**src/rtl/grf_wb_arbiter.sv**
```systemverilog
// grf_wb_arbiter: shares the single GRF write port between the W stage and
// buffered MDU results. The W stage always wins. MDU results wait in a small
// FIFO and drain into free slots. Buffered results that a newer W-stage write
// supersedes are killed. Hazard lookups and a starvation stall are provided.
module grf_wb_arbiter #(
    parameter int DEPTH        = 4,
    parameter int STARVE_LIMIT = 8
) (
    input  logic                     clk,
    input  logic                     reset,
    input  logic                     wb_we,
    input  logic [4:0]               wb_addr,
    input  logic [31:0]              wb_data,
    input  logic [31:0]              wb_pc4,
    input  logic                     mdu_valid,
    output logic                     mdu_ready,
    input  logic [4:0]               mdu_addr,
    input  logic [31:0]              mdu_data,
    input  logic [31:0]              mdu_pc4,
    output logic                     grf_we,
    output logic [4:0]               grf_a3,
    output logic [31:0]              grf_wd,
    output logic [31:0]              grf_pc4,
    input  logic [4:0]               q_rs_addr,
    input  logic [4:0]               q_rt_addr,
    output logic                     rs_pending,
    output logic                     rt_pending,
    output logic                     stall_req,
    output logic [$clog2(DEPTH):0]   fifo_count
);

    localparam int PW = $clog2(DEPTH);
    localparam int CW = PW + 1;
    localparam int SW = $clog2(STARVE_LIMIT + 1);

    logic              vld_r  [DEPTH];
    logic [4:0]        addr_r [DEPTH];
    logic [31:0]       data_r [DEPTH];
    logic [31:0]       pc4_r  [DEPTH];
    logic [PW-1:0]     rd_ptr_r;
    logic [PW-1:0]     wr_ptr_r;
    logic [CW-1:0]     count_r;
    logic [SW-1:0]     starve_r;
    logic              stall_req_r;

    logic              wb_own_s;
    logic              head_occ_s;
    logic              head_vld_s;
    logic              head_grant_s;
    logic              pop_s;
    logic              push_s;
    logic              ready_s;
    logic              rs_hit_s;
    logic              rt_hit_s;
    logic [CW-1:0]     count_next_s;
    logic [SW-1:0]     starve_next_s;

    // Port ownership and FIFO handshake decisions for this cycle.
    always_comb begin
        wb_own_s     = wb_we && (wb_addr != 5'd0);
        head_occ_s   = (count_r != {CW{1'b0}});
        head_vld_s   = head_occ_s && vld_r[rd_ptr_r];
        head_grant_s = !wb_own_s && head_vld_s;
        // A killed head retires even while the W stage holds the port.
        pop_s        = head_occ_s && (!vld_r[rd_ptr_r] || head_grant_s);
        ready_s      = (count_r < CW'(DEPTH));
        // Writes to $0 are acknowledged but never stored.
        push_s       = mdu_valid && ready_s && (mdu_addr != 5'd0);
    end

    // Occupancy after this edge's push and pop.
    always_comb begin
        case ({push_s, pop_s})
            2'b10:   count_next_s = count_r + CW'(1);
            2'b01:   count_next_s = count_r - CW'(1);
            default: count_next_s = count_r;
        endcase
    end

    // Drive the GRF write port from the owner selected above.
    always_comb begin
        if (wb_own_s) begin
            grf_we  = 1'b1;
            grf_a3  = wb_addr;
            grf_wd  = wb_data;
            grf_pc4 = wb_pc4;
        end else if (head_grant_s) begin
            grf_we  = 1'b1;
            grf_a3  = addr_r[rd_ptr_r];
            grf_wd  = data_r[rd_ptr_r];
            grf_pc4 = pc4_r[rd_ptr_r];
        end else begin
            grf_we  = 1'b0;
            grf_a3  = 5'd0;
            grf_wd  = 32'd0;
            grf_pc4 = wb_pc4;
        end
    end

    // Hazard lookup: valid bits are only ever set on occupied slots.
    always_comb begin
        rs_hit_s = 1'b0;
        rt_hit_s = 1'b0;
        for (int i = 0; i < DEPTH; i++) begin
            rs_hit_s = rs_hit_s | (vld_r[i] && (addr_r[i] == q_rs_addr));
            rt_hit_s = rt_hit_s | (vld_r[i] && (addr_r[i] == q_rt_addr));
        end
        rs_pending = (q_rs_addr != 5'd0) && rs_hit_s;
        rt_pending = (q_rt_addr != 5'd0) && rt_hit_s;
    end

    // Next starvation count: clear on pop or empty, otherwise count waiting cycles.
    always_comb begin
        if (pop_s || !head_occ_s) begin
            starve_next_s = {SW{1'b0}};
        end else if (head_vld_s && !head_grant_s && (starve_r < SW'(STARVE_LIMIT))) begin
            starve_next_s = starve_r + SW'(1);
        end else begin
            starve_next_s = starve_r;
        end
    end

    // FIFO storage, pointers and the kill of superseded entries.
    always_ff @(posedge clk or negedge reset) begin
        if (!reset) begin
            for (int i = 0; i < DEPTH; i++) begin
                vld_r[i]  <= 1'b0;
                addr_r[i] <= 5'd0;
                data_r[i] <= 32'd0;
                pc4_r[i]  <= 32'd0;
            end
            rd_ptr_r <= {PW{1'b0}};
            wr_ptr_r <= {PW{1'b0}};
            count_r  <= {CW{1'b0}};
        end else begin
            for (int i = 0; i < DEPTH; i++) begin
                if (wb_own_s && (addr_r[i] == wb_addr)) begin
                    vld_r[i] <= 1'b0;
                end
            end
            if (pop_s) begin
                vld_r[rd_ptr_r] <= 1'b0;
                rd_ptr_r        <= rd_ptr_r + PW'(1);
            end
            // Push and pop never target the same slot: push needs a free slot, pop an occupied one.
            if (push_s) begin
                vld_r[wr_ptr_r]  <= !(wb_own_s && (mdu_addr == wb_addr));
                addr_r[wr_ptr_r] <= mdu_addr;
                data_r[wr_ptr_r] <= mdu_data;
                pc4_r[wr_ptr_r]  <= mdu_pc4;
                wr_ptr_r         <= wr_ptr_r + PW'(1);
            end
            count_r <= count_next_s;
        end
    end

    // Starvation counter and its registered stall request.
    always_ff @(posedge clk or negedge reset) begin
        if (!reset) begin
            starve_r    <= {SW{1'b0}};
            stall_req_r <= 1'b0;
        end else begin
            starve_r    <= starve_next_s;
            stall_req_r <= (starve_next_s >= SW'(STARVE_LIMIT));
        end
    end

    assign mdu_ready  = ready_s;
    assign stall_req  = stall_req_r;
    assign fifo_count = count_r;

endmodule

```
**config.mk**
```make
export PLATFORM = sky130hd
export DESIGN_NAME = grf_wb_arbiter
export DESIGN_NICKNAME = d
export VERILOG_FILES = /design/src/rtl/grf_wb_arbiter.sv
export SDC_FILE = /design/constraint.sdc
export NUM_CORES = 1
export LEC_CHECK = 0
export CAP_MARGIN = 15
export CORE_MARGIN = 3
export CORE_UTILIZATION = 45
export DETAILED_ROUTE_END_ITERATION = 12
export PLACE_DENSITY = 0.81
export SETUP_SLACK_MARGIN = 0.5
export SYNTH_ARGS = -nofsm -noshare
export SYNTH_HDL_FRONTEND = slang
export SYNTH_SLANG_ARGS = --single-unit
```
**constraint.sdc**
```tcl
create_clock -name clk -period 2.2 [get_ports clk]
set_clock_uncertainty 0.05 [all_clocks]
set_input_delay 0.33 -clock clk [delete_from_list [all_inputs] [get_ports clk]]
set_output_delay 0.33 -clock clk [all_outputs]
set_load 0.02 [all_outputs]
```
---- Word-level counts from Yosys, hierarchy flattened ----
Cells that the tools add are included.
storage, ports and cells
  memories ................................ 0
  bits of input ports ..................... 152
  ROM bits ................................ 0
  output and inout port bits .............. 77
  bits in latches ......................... 0
  word-level logic and storage cells ...... 137
  bits in registers ....................... 292
  RAM bits ................................ 0
cells by class
  div/mod/pow operators ................... 0
  bitwise gates (word level) .............. 10
  reduce and logical (&&, ||, !) cells .... 38
  muxes and demuxes ....................... 41
  $add $sub $neg .......................... 5
  magnitude comparators ................... 7
  equal/unequal tests ..................... 15
  shift-type cells ........................ 0
  multiply operators ...................... 0
operator list
  cell                                                                   number
  32-bit 2-to-1 mux                                                      9
  128-bit bitwise mux                                                    2
  32-bit binary-select mux with 2-bit select                             2
  5-bit == test                                                          13
  32-bit demux with 2-bit select                                         1
  1-bit logical AND                                                      25
  5-bit 2-to-1 mux                                                       5
  20-bit bitwise mux                                                     1
  5-bit nonzero test                                                     4
  4-bit 2-to-1 mux                                                       4
  5-bit binary-select mux with 2-bit select                              1
  5-bit demux with 2-bit select                                          1
  1-bit 2-to-1 mux                                                       10
  3-bit greater-or-equal comparator (second input constant)              2
  3-bit by 1-bit < comparator with 1-bit output (second input constant)  2
  2-bit inverter with 3-bit output                                       2
  1-bit bitwise OR                                                       6
  3-bit case mux with 2 select lines                                     1
  1-bit zero test                                                        5
  2-bit by 1-bit adder with 2-bit output (second input constant)         2
  4-bit by 1-bit adder with 4-bit output (second input constant)         1
  4-bit bitwise AND                                                      1
  4-bit bitwise mux                                                      1
  1-bit demux with 2-bit select                                          2
  other kinds (12)                                                       13

---- Depth between registers and ports, before layout ----
Gate-level depths: netlist of run 1.
  depth in word-level cells ............... 12
  depth in mapped cells ................... 10
  depth with buffers taken out ............ 9

---- Worst setup path before layout of run 1 ----
OpenSTA, ideal clock, no wires.
  path kind ............................... input to register
  from .................................... input port wb_addr[1]
  to ...................................... register count_r[2], in the netlist fifo_count[2]
  setup time .............................. 80 ps
  setup slack ............................. -356 ps
  path buffers ............................ 1
  required time ........................... 2070 ps
  arrival ................................. 2426 ps
  stages on the path ...................... 10
  cells stage by stage .................... buf_2 or4_1 o21a_4 a21oi_4 ha_1 inv_1 fa_1 xor2_1 nor2_1 xnor2_1
on the way
  word-level cells in the longest chain between the ends .. 8
  elaborated cells between the ends (all ways) .. 10
  those cells by class .................... 2 x eq/ne; 1 x mux; 7 x reduce/logical
ends and longest elaborated chain
  element                                                                    RTL line  text
  from (decl)                                                                12        input logic [4:0] wb_addr,
  5-bit nonzero test (*)                                                     60        wb_own_s = wb_we && (wb_addr != 5'd0);
  1-bit logical AND (*)                                                      60
  1-bit zero test (*)                                                        63        head_grant_s = !wb_own_s && head_vld_s;
  1-bit logical AND (*)                                                      63
  1-bit logical OR (*)                                                       65        pop_s = head_occ_s && (!vld_r[rd_ptr_r] || head_grant_s);
  1-bit logical AND (*)                                                      65
  2-bit by 1-bit == test with 1-bit output or 2-bit == test (tied branches)  73        case ({push_s, pop_s})
  3-bit case mux with 2 select lines or 2-bit nonzero test (tied branches)   -
  to (signal assigned)                                                       134       count_r <= {CW{1'b0}};
  to (signal assigned)                                                       153       count_r <= count_next_s;
  to (decl)                                                                  42        logic [CW-1:0] count_r;
Mark *: on every way between the ends. The rest lies on a longest branch, timed or not.
A chain may end at the register's enable or synchronous reset.

---- Worst setup path in the final report of run 1 ----
  from .................................... register rd_ptr_r[0]
  to ...................................... output port grf_pc4[3]
on the way
  word-level cells in the longest chain between the ends .. 8
  elaborated cells between the ends (all ways) .. 11
  those cells by class .................... 8 x mux; 1 x bitwise; 2 x reduce/logical
ends and longest elaborated chain
  element                                                     RTL line  text
  from (decl)                                                 40        logic [PW-1:0] rd_ptr_r;
  from (signal assigned)                                      132       rd_ptr_r <= {PW{1'b0}};
  from (signal assigned)                                      143       rd_ptr_r <= rd_ptr_r + PW'(1);
  2-bit inverter with 3-bit output (implied by the code) (*)  62, 91
  1-bit binary-select mux with 2-bit select                   62        head_vld_s = head_occ_s && vld_r[rd_ptr_r];
  1-bit 2-to-1 mux (implied by the code) (2 in a row)         62
  1-bit logical AND                                           62
  1-bit logical AND                                           63
  32-bit 2-to-1 mux (*)                                       87        end else if (head_grant_s) begin
  32-bit 2-to-1 mux (*)                                       82        if (wb_own_s) begin
  to (decl)                                                   23        output logic [31:0] grf_pc4,
Mark *: on every way between the ends. The rest lies on a longest branch, timed or not. The select of a mux whose other input is x is not followed.

==> qor.txt, run 1 <==
Status - finished with violations
Violated checks - setup timing
Main synth FF type - dfrtp_1
Min Hold Slack - 0.145 ns
Slew headroom - 0.618
CP Data Required Time - 1.82 ns
Largest net degree at the start of global routing - 67
Die X - 186 um
Slowest cell on crit path - mux4_2
CTS max path bufs - 3
CP max stage delay - 0.55 ns
Synth Register Bits - 292
Synthesis-to-layout area growth - 51.5%
P_leak - 10.5 nW
Final critical-path setup slack - -0.735 ns
Hold Fails Final Rpt - 0
Critical path buffers and inverters - 4
Cells after synthesis - 943
Synth Cell Area - 14500 um2
DIE AREA - 34400 um2
Hpwl dp - 25.5 mm
Initial core utilization - 0.459
Fin crit share - 1.33
Wire per inst - 24.9 um
Time the worst path needs with I/O delays and setup - 2.94 ns
Row count - 65
TritonRoute pass-1 iters - 4
Max-cap violations - 0
Final setup fails - 74
Count of cell types in the netlist - 37
Worst-Skew Late Latency - 0.55 ns
Post-DR vias/cell - 5.61
Post-DP Area - 19500 um2
Final wirelength - 43.4 mm
Worst path most repeated cell - buf_12
RSZ-0062 raised after global routing - true
Power, Total - 31.6 mW
Final design utilization - 0.695
Antenna violations before repair - 0
Commonest non-fill, non-tap cell in the layout - mux2_4
# port buffers - 228
P per Cell Area - 1440 nW/um2
CTS Root Cell - clkbuf_16
Via count - 9769
GRT Total Usage - 0.238
Post-route cell area - 22000 um2
Type of origin of the critical path - register
Syn avg cell area - 15.4 um2
Total grt overflow - 0
EDFF count, synth - 0
CTS tree - yes
Most frequent cells in the layout - mux2_4 (308), dfrtp_1 (283), clkdlybuf4s50_1 (146)
Top Ports - 229
Top Family by Delay on Critical Path - multiplexers
WS Path Type - register to primary output
Clock sink count - 292
Sequential area share after synthesis - 0.503
Core area - 31600 um2
CP Capture Type - primary output
Fin nets - 1482
Placed cells - 1622
Diodes inserted - 0
Worst Tran Pin Value - 0.569 ns
GP Congestion - 0.858
H-tree levels - 1
Yosys warns - 0
Worst-path fanout max - 7
CP Cell Sequence - mux4_2 -> nand2b_4 -> nor2_8 -> buf_12 -> buf_12 -> buf_16 -> mux2_4 -> buf_6
Critical Path AT - 2.56 ns
Vias in the first global route - 10800
Max-slew violations - 0
First-pass GRT wire length - 64.0 mm
Share of layout cells above drive strength 1 - 0.568
Worst hold path type - primary input to register
Iter 0 DRT Violations - 590
CTS clk-pin slew, worst paths - 0.06 ns
Asr flop ratio synth - 1.00
CTS buffer count - 31
Number of routed nets with antenna violations - 0
Synth Net Count - 1106
Height of the die - 186 um
# DRC - 0
FMAX - 341 MHz
Worst VDD drop - 0.743 mV
Post-route insts no fill - 1742
==> cell type report <==
class / count / area, um2
fillers: 1990 / 9650
multi-input cells: 576 / 8370
flip-flops and latches: 292 / 7320
repair buffers: 408 / 4730
clock buffers: 49 / 943
well taps: 402 / 503
clock inverters: 5 / 81.3
inverters: 10 / 40.0
==> logic make-up (layout without fill, tap and decap cells) <==
| kind of cell | count (synthesis) | after routing | share of synthesized area |
|---|---|---|---|
| simple gates | 58 | 64 | 0.0265 |
| fa+ha+maj | 11 | 11 | 0.0100 |
| compound gates | 49 | 49 | 0.0290 |
| mux | 380 | 380 | 0.349 |
| flops | 292 | 292 | 0.503 |
| buf+inv | 81 | 472 | 0.0387 |
| xor+xnor | 72 | 72 | 0.0434 |
==> where the power goes <==
group / internal (mW) / switching [mW] / leakage (nW)
Combinational: 10.3 / 6.19 / 6.51
Clock: 3.14 / 2.12 / 0.500
Sequential: 8.10 / 1.79 / 3.51
==> cells in the mapped netlist, drive strengths merged (8+ instances only) <==
| cell type | instances | share of area |
|---|---|---|
| mux2 | 308 | 0.24 |
| dfrtp | 292 | 0.50 |
| mux4 | 70 | 0.11 |
| xor2 | 48 | 0.029 |
| buf | 47 | 0.030 |
| a22o | 37 | 0.022 |
| clkbuf | 24 | 0.0062 |
| xnor2 | 24 | 0.014 |
| nand3 | 12 | 0.0041 |
| ha | 10 | 0.0086 |
| inv | 10 | 0.0026 |
| nor4 | 8 | 0.0034 |
==> worst reg2reg max path, cell delays in order, from the launching register on <==
cell and delay (ns):
dfrtp_4 0.42, mux4_2 0.55, buf_4 0.17, a21oi_4 0.18
ha_4 0.16, inv_2 0.04, fa_2 0.35, xor2_1 0.15
nor2_1 0.11, xnor2_1 0.12
==> per-layer routing <==
layer  routed length, um  vias to the layer above  global-route usage
li1                    -                     4261                   -
met1               18300                     5125               0.324
met2               21800                      311               0.403
met3                2090                       72              0.0365
met4                1180                        0              0.0646
met5                   0                        -                   0
==> final timing paths <==
check | depth (start not counted) | slack, ns | end | from
worst max-delay path | 8 | -0.74 | grf_pc4[3] | rd_ptr_r[0]
worst min-delay path | 3 | 0.15 | addr_r[2] | mdu_addr[2]
worst max register to register | 9 | -0.17 | fifo_count[2] | rd_ptr_r[0]
worst min register to register | 1 | 0.46 | pc4_r[32] | pc4_r[32]
max in group asynchronous | 3 | 1.07 | pc4_r[54] | reset
min in group asynchronous | 2 | 0.29 | addr_r[18] | reset
==> repair_timing <==
item,in CTS,in global routing
gates cloned,14,18
buffers inserted,23,10
resized for setup,460,74
setup endpoints to repair,362,363
hold buffers,1,0
endpoints found under the hold margin,51,0
pin swaps,17,15
==> sequential cells by signal, summed over array words and instances (netlist names) <==
register / cells
wr_ptr_r: 2
stall_req: 1
data_r: 128
pc4_r: 128
addr_r: 20
rd_ptr_r: 2
vld_r: 4
starve_r: 4
fifo_count: 3
==> through the flow <==
step / setup slack (ns) / TNS (ns)
after global placement: -0.960 / -186.23
after floorplan: -0.321 / -3.70
after detailed placement: -0.993 / -190.95
final: -0.735 / -48.26
after global routing: -0.797 / -53.19
after CTS: -0.728 / -47.19
Power figures use the tool's default switching activity.
==> run 2: changes to the inputs <==
- GPL_ROUTABILITY_DRIVEN: not set -> 1
==> results of run 2 <==
The final DEF is identical to that of run 1; final timing and power are the same.
==> run 3: changes to the inputs <==
- DONT_BUFFER_PORTS: not set -> 1
- PLACE_DENSITY: 0.81 -> 0.72
==> qor.txt, run 3 (same netlist as run 1, synthesis figures left out) <==
Status - finished with violations
Violated checks - hold timing, setup timing
TritonRoute pass-1 iters - 4 (unchanged)
Top Ports - 229 (unchanged)
Largest net degree at the start of global routing - 293 (+340%)
H-tree levels - 2 (+1)
Time the worst path needs with I/O delays and setup - 2.64 ns (-0.300 ns)
CTS Root Cell - clkbuf_16
GRT Total Usage - 0.221 (-0.0170)
CTS max path bufs - 3 (unchanged)
Core area - 31600 um2 (unchanged)
P per Cell Area - 1490 nW/um2 (+3.8%)
CP Data Required Time - 1.82 ns (about the same)
Hpwl dp - 22.0 mm (-14%)
Final wirelength - 39.2 mm (-9.6%)
Critical Path AT - 2.26 ns (-0.30 ns)
GP Congestion - 0.817 (-4.8%)
Min Hold Slack - -0.512 ns (-0.657 ns)
CP Capture Type - primary output
# hold bufs at CTS - 69 (+68)
Power, Total - 30.7 mW (-3.1%)
Iter 0 DRT Violations - 542 (-8.1%)
P_leak - 9.83 nW (-6.6%)
Biggest regs - data_r x128, pc4_r x128, addr_r x20
CP Cell Sequence - mux4_2 -> nand2b_4 -> nor2_8 -> buf_4 -> clkbuf_16 -> a22o_4
RSZ-0062 raised after global routing - true
Worst-path fanout max - 8 (+1)
Diodes inserted - 0 (unchanged)
FMAX - 379 MHz (+11%)
Commonest non-fill, non-tap cell in the layout - mux2_4
First-pass GRT wire length - 59.1 mm (-7.7%)
CTS clk-pin slew, worst paths - 0.06 ns (about the same)
Die X - 186 um (unchanged)
Slew headroom - 0.690 (+0.0721)
Hold Fails Final Rpt - 292 (+292)
Final critical-path setup slack - -0.435 ns (+0.300 ns)
CTS buffer count - 34 (+9.7%)
Via count - 8956 (-8.3%)
R2R setup slack - -0.21 ns (-0.04 ns)
Worst VDD drop - 0.753 mV (+1.3%)
Final setup fails - 74 (unchanged)
Fin nets - 1301 (-12%)
CTS tree - yes
Height of the die - 186 um (unchanged)
Type of origin of the critical path - register
Antenna violations before repair - 0 (unchanged)
Synthesis-to-layout area growth - 41.4%
Clock sink count - 292 (unchanged)
Slowest cell on crit path - mux4_2
Share of layout cells above drive strength 1 - 0.581 (+0.0128)
Worst r2r src - rd_ptr_r[0]
Initial core utilization - 0.459 (unchanged)
Reg2reg path depth - 9 (unchanged)
Most frequent cells in the layout - mux2_4 (308), dfrtp_1 (274), mux4_2 (70)
Wire per inst - 25.1 um (+0.88%)
CP max stage delay - 0.57 ns (+0.02 ns)
Worst Tran Pin Value - 0.461 ns (-0.107 ns)
Max-cap violations - 0 (unchanged)
Post-route cell area - 20500 um2 (-6.6%)
Critical Path Source - rd_ptr_r[0]
Post-DR vias/cell - 5.74 (+2.3%)
Worst-Skew Late Latency - 0.49 ns (-0.06 ns)
Vias in the first global route - 9893 (-8.7%)
Pre-CTS setup slack - -0.178 ns (+0.816 ns)
Fillers - 2169 (+9.0%)
Reg-to-Reg End - fifo_count[2]
Sum Neg Setup Slack - -28.26 ns (+20.00 ns)
# DRC - 0 (unchanged)
Total grt overflow - 0 (unchanged)
Number of routed nets with antenna violations - 0 (unchanged)
DIE AREA - 34400 um2 (unchanged)
Row count - 65 (unchanged)
WS Path Type - register to primary output
Fin crit share - 1.20 (-0.136)
Post-DP Area - 16700 um2 (-14%)
Max-slew violations - 0 (unchanged)
# port buffers - 0 (-100%)
Worst hold path type - primary input to asynchronous set/reset pin
==> run 3: worst max-delay path: cells and delay by family, from the launching register on <==
family / cells / cell delay [ns]
AND/OR/NAND/NOR: 2 / 0.19
multiplexers: 1 / 0.57
buffers and inverters: 2 / 0.32
flip-flops: 1 / 0.43
AO/OA/AOI/OAI: 1 / 0.25
==> run 3: area by class of cell <==
type	count	area, um2	share of cell area
Clock buffer	50	1040	0.0508
Clock inverter	7	67.6	0.00329
Inverter	10	40.0	0.00195
Multi-Input combinational cell	574	8310	0.405
Sequential cell	292	7330	0.357
Tap cell	402	503	0.0245
Timing Repair Buffer	226	3230	0.157
==> run 3: worst max path at each step <==
stage,endpoint,slack (ns)
floorplan,fifo_count[2],-0.32
global placement,fifo_count[2],-0.17
detailed placement,fifo_count[2],-0.18
CTS,grf_pc4[8],-0.48
global route,grf_wd[15],-0.49
finish,grf_a3[4],-0.44
==> run 3: per-stage QoR <==
step	utilization	instances
2_1_floorplan	-	943
3_3_place_gp	0.529	1331
3_5_place_dp	0.529	1331
4_1_cts	0.632	1536
5_1_grt	0.649	1561
6_report	0.649	1561
==> run 3: per-layer routing <==
metal	up-vias	GRT usage	share of wire
met3	57	0.0448	0.052
met5	-	0	0
met1	4744	0.308	0.45
li1	3899	-	-
met2	256	0.361	0.48
met4	0	0.0524	0.016
==> run 3: power by group <==
part | leakage, nW | total, mW | switching [mW] | internal [mW]
Sequential | 3.50 | 9.90 | 1.78 | 8.11
Clock | 0.554 | 5.58 | 2.19 | 3.39
Combinational | 5.77 | 15.2 | 5.51 | 9.68
Total | 9.83 | 30.7 | 9.49 | 21.2
==> run 3: what timing repair did <==
item                                   CTS  global route
cloned                                  23             9
buffers inserted                        56            16
pin swaps                               23            17
resized for setup                       84            39
setup endpoints to repair              312           363
endpoints found under the hold margin  568           292
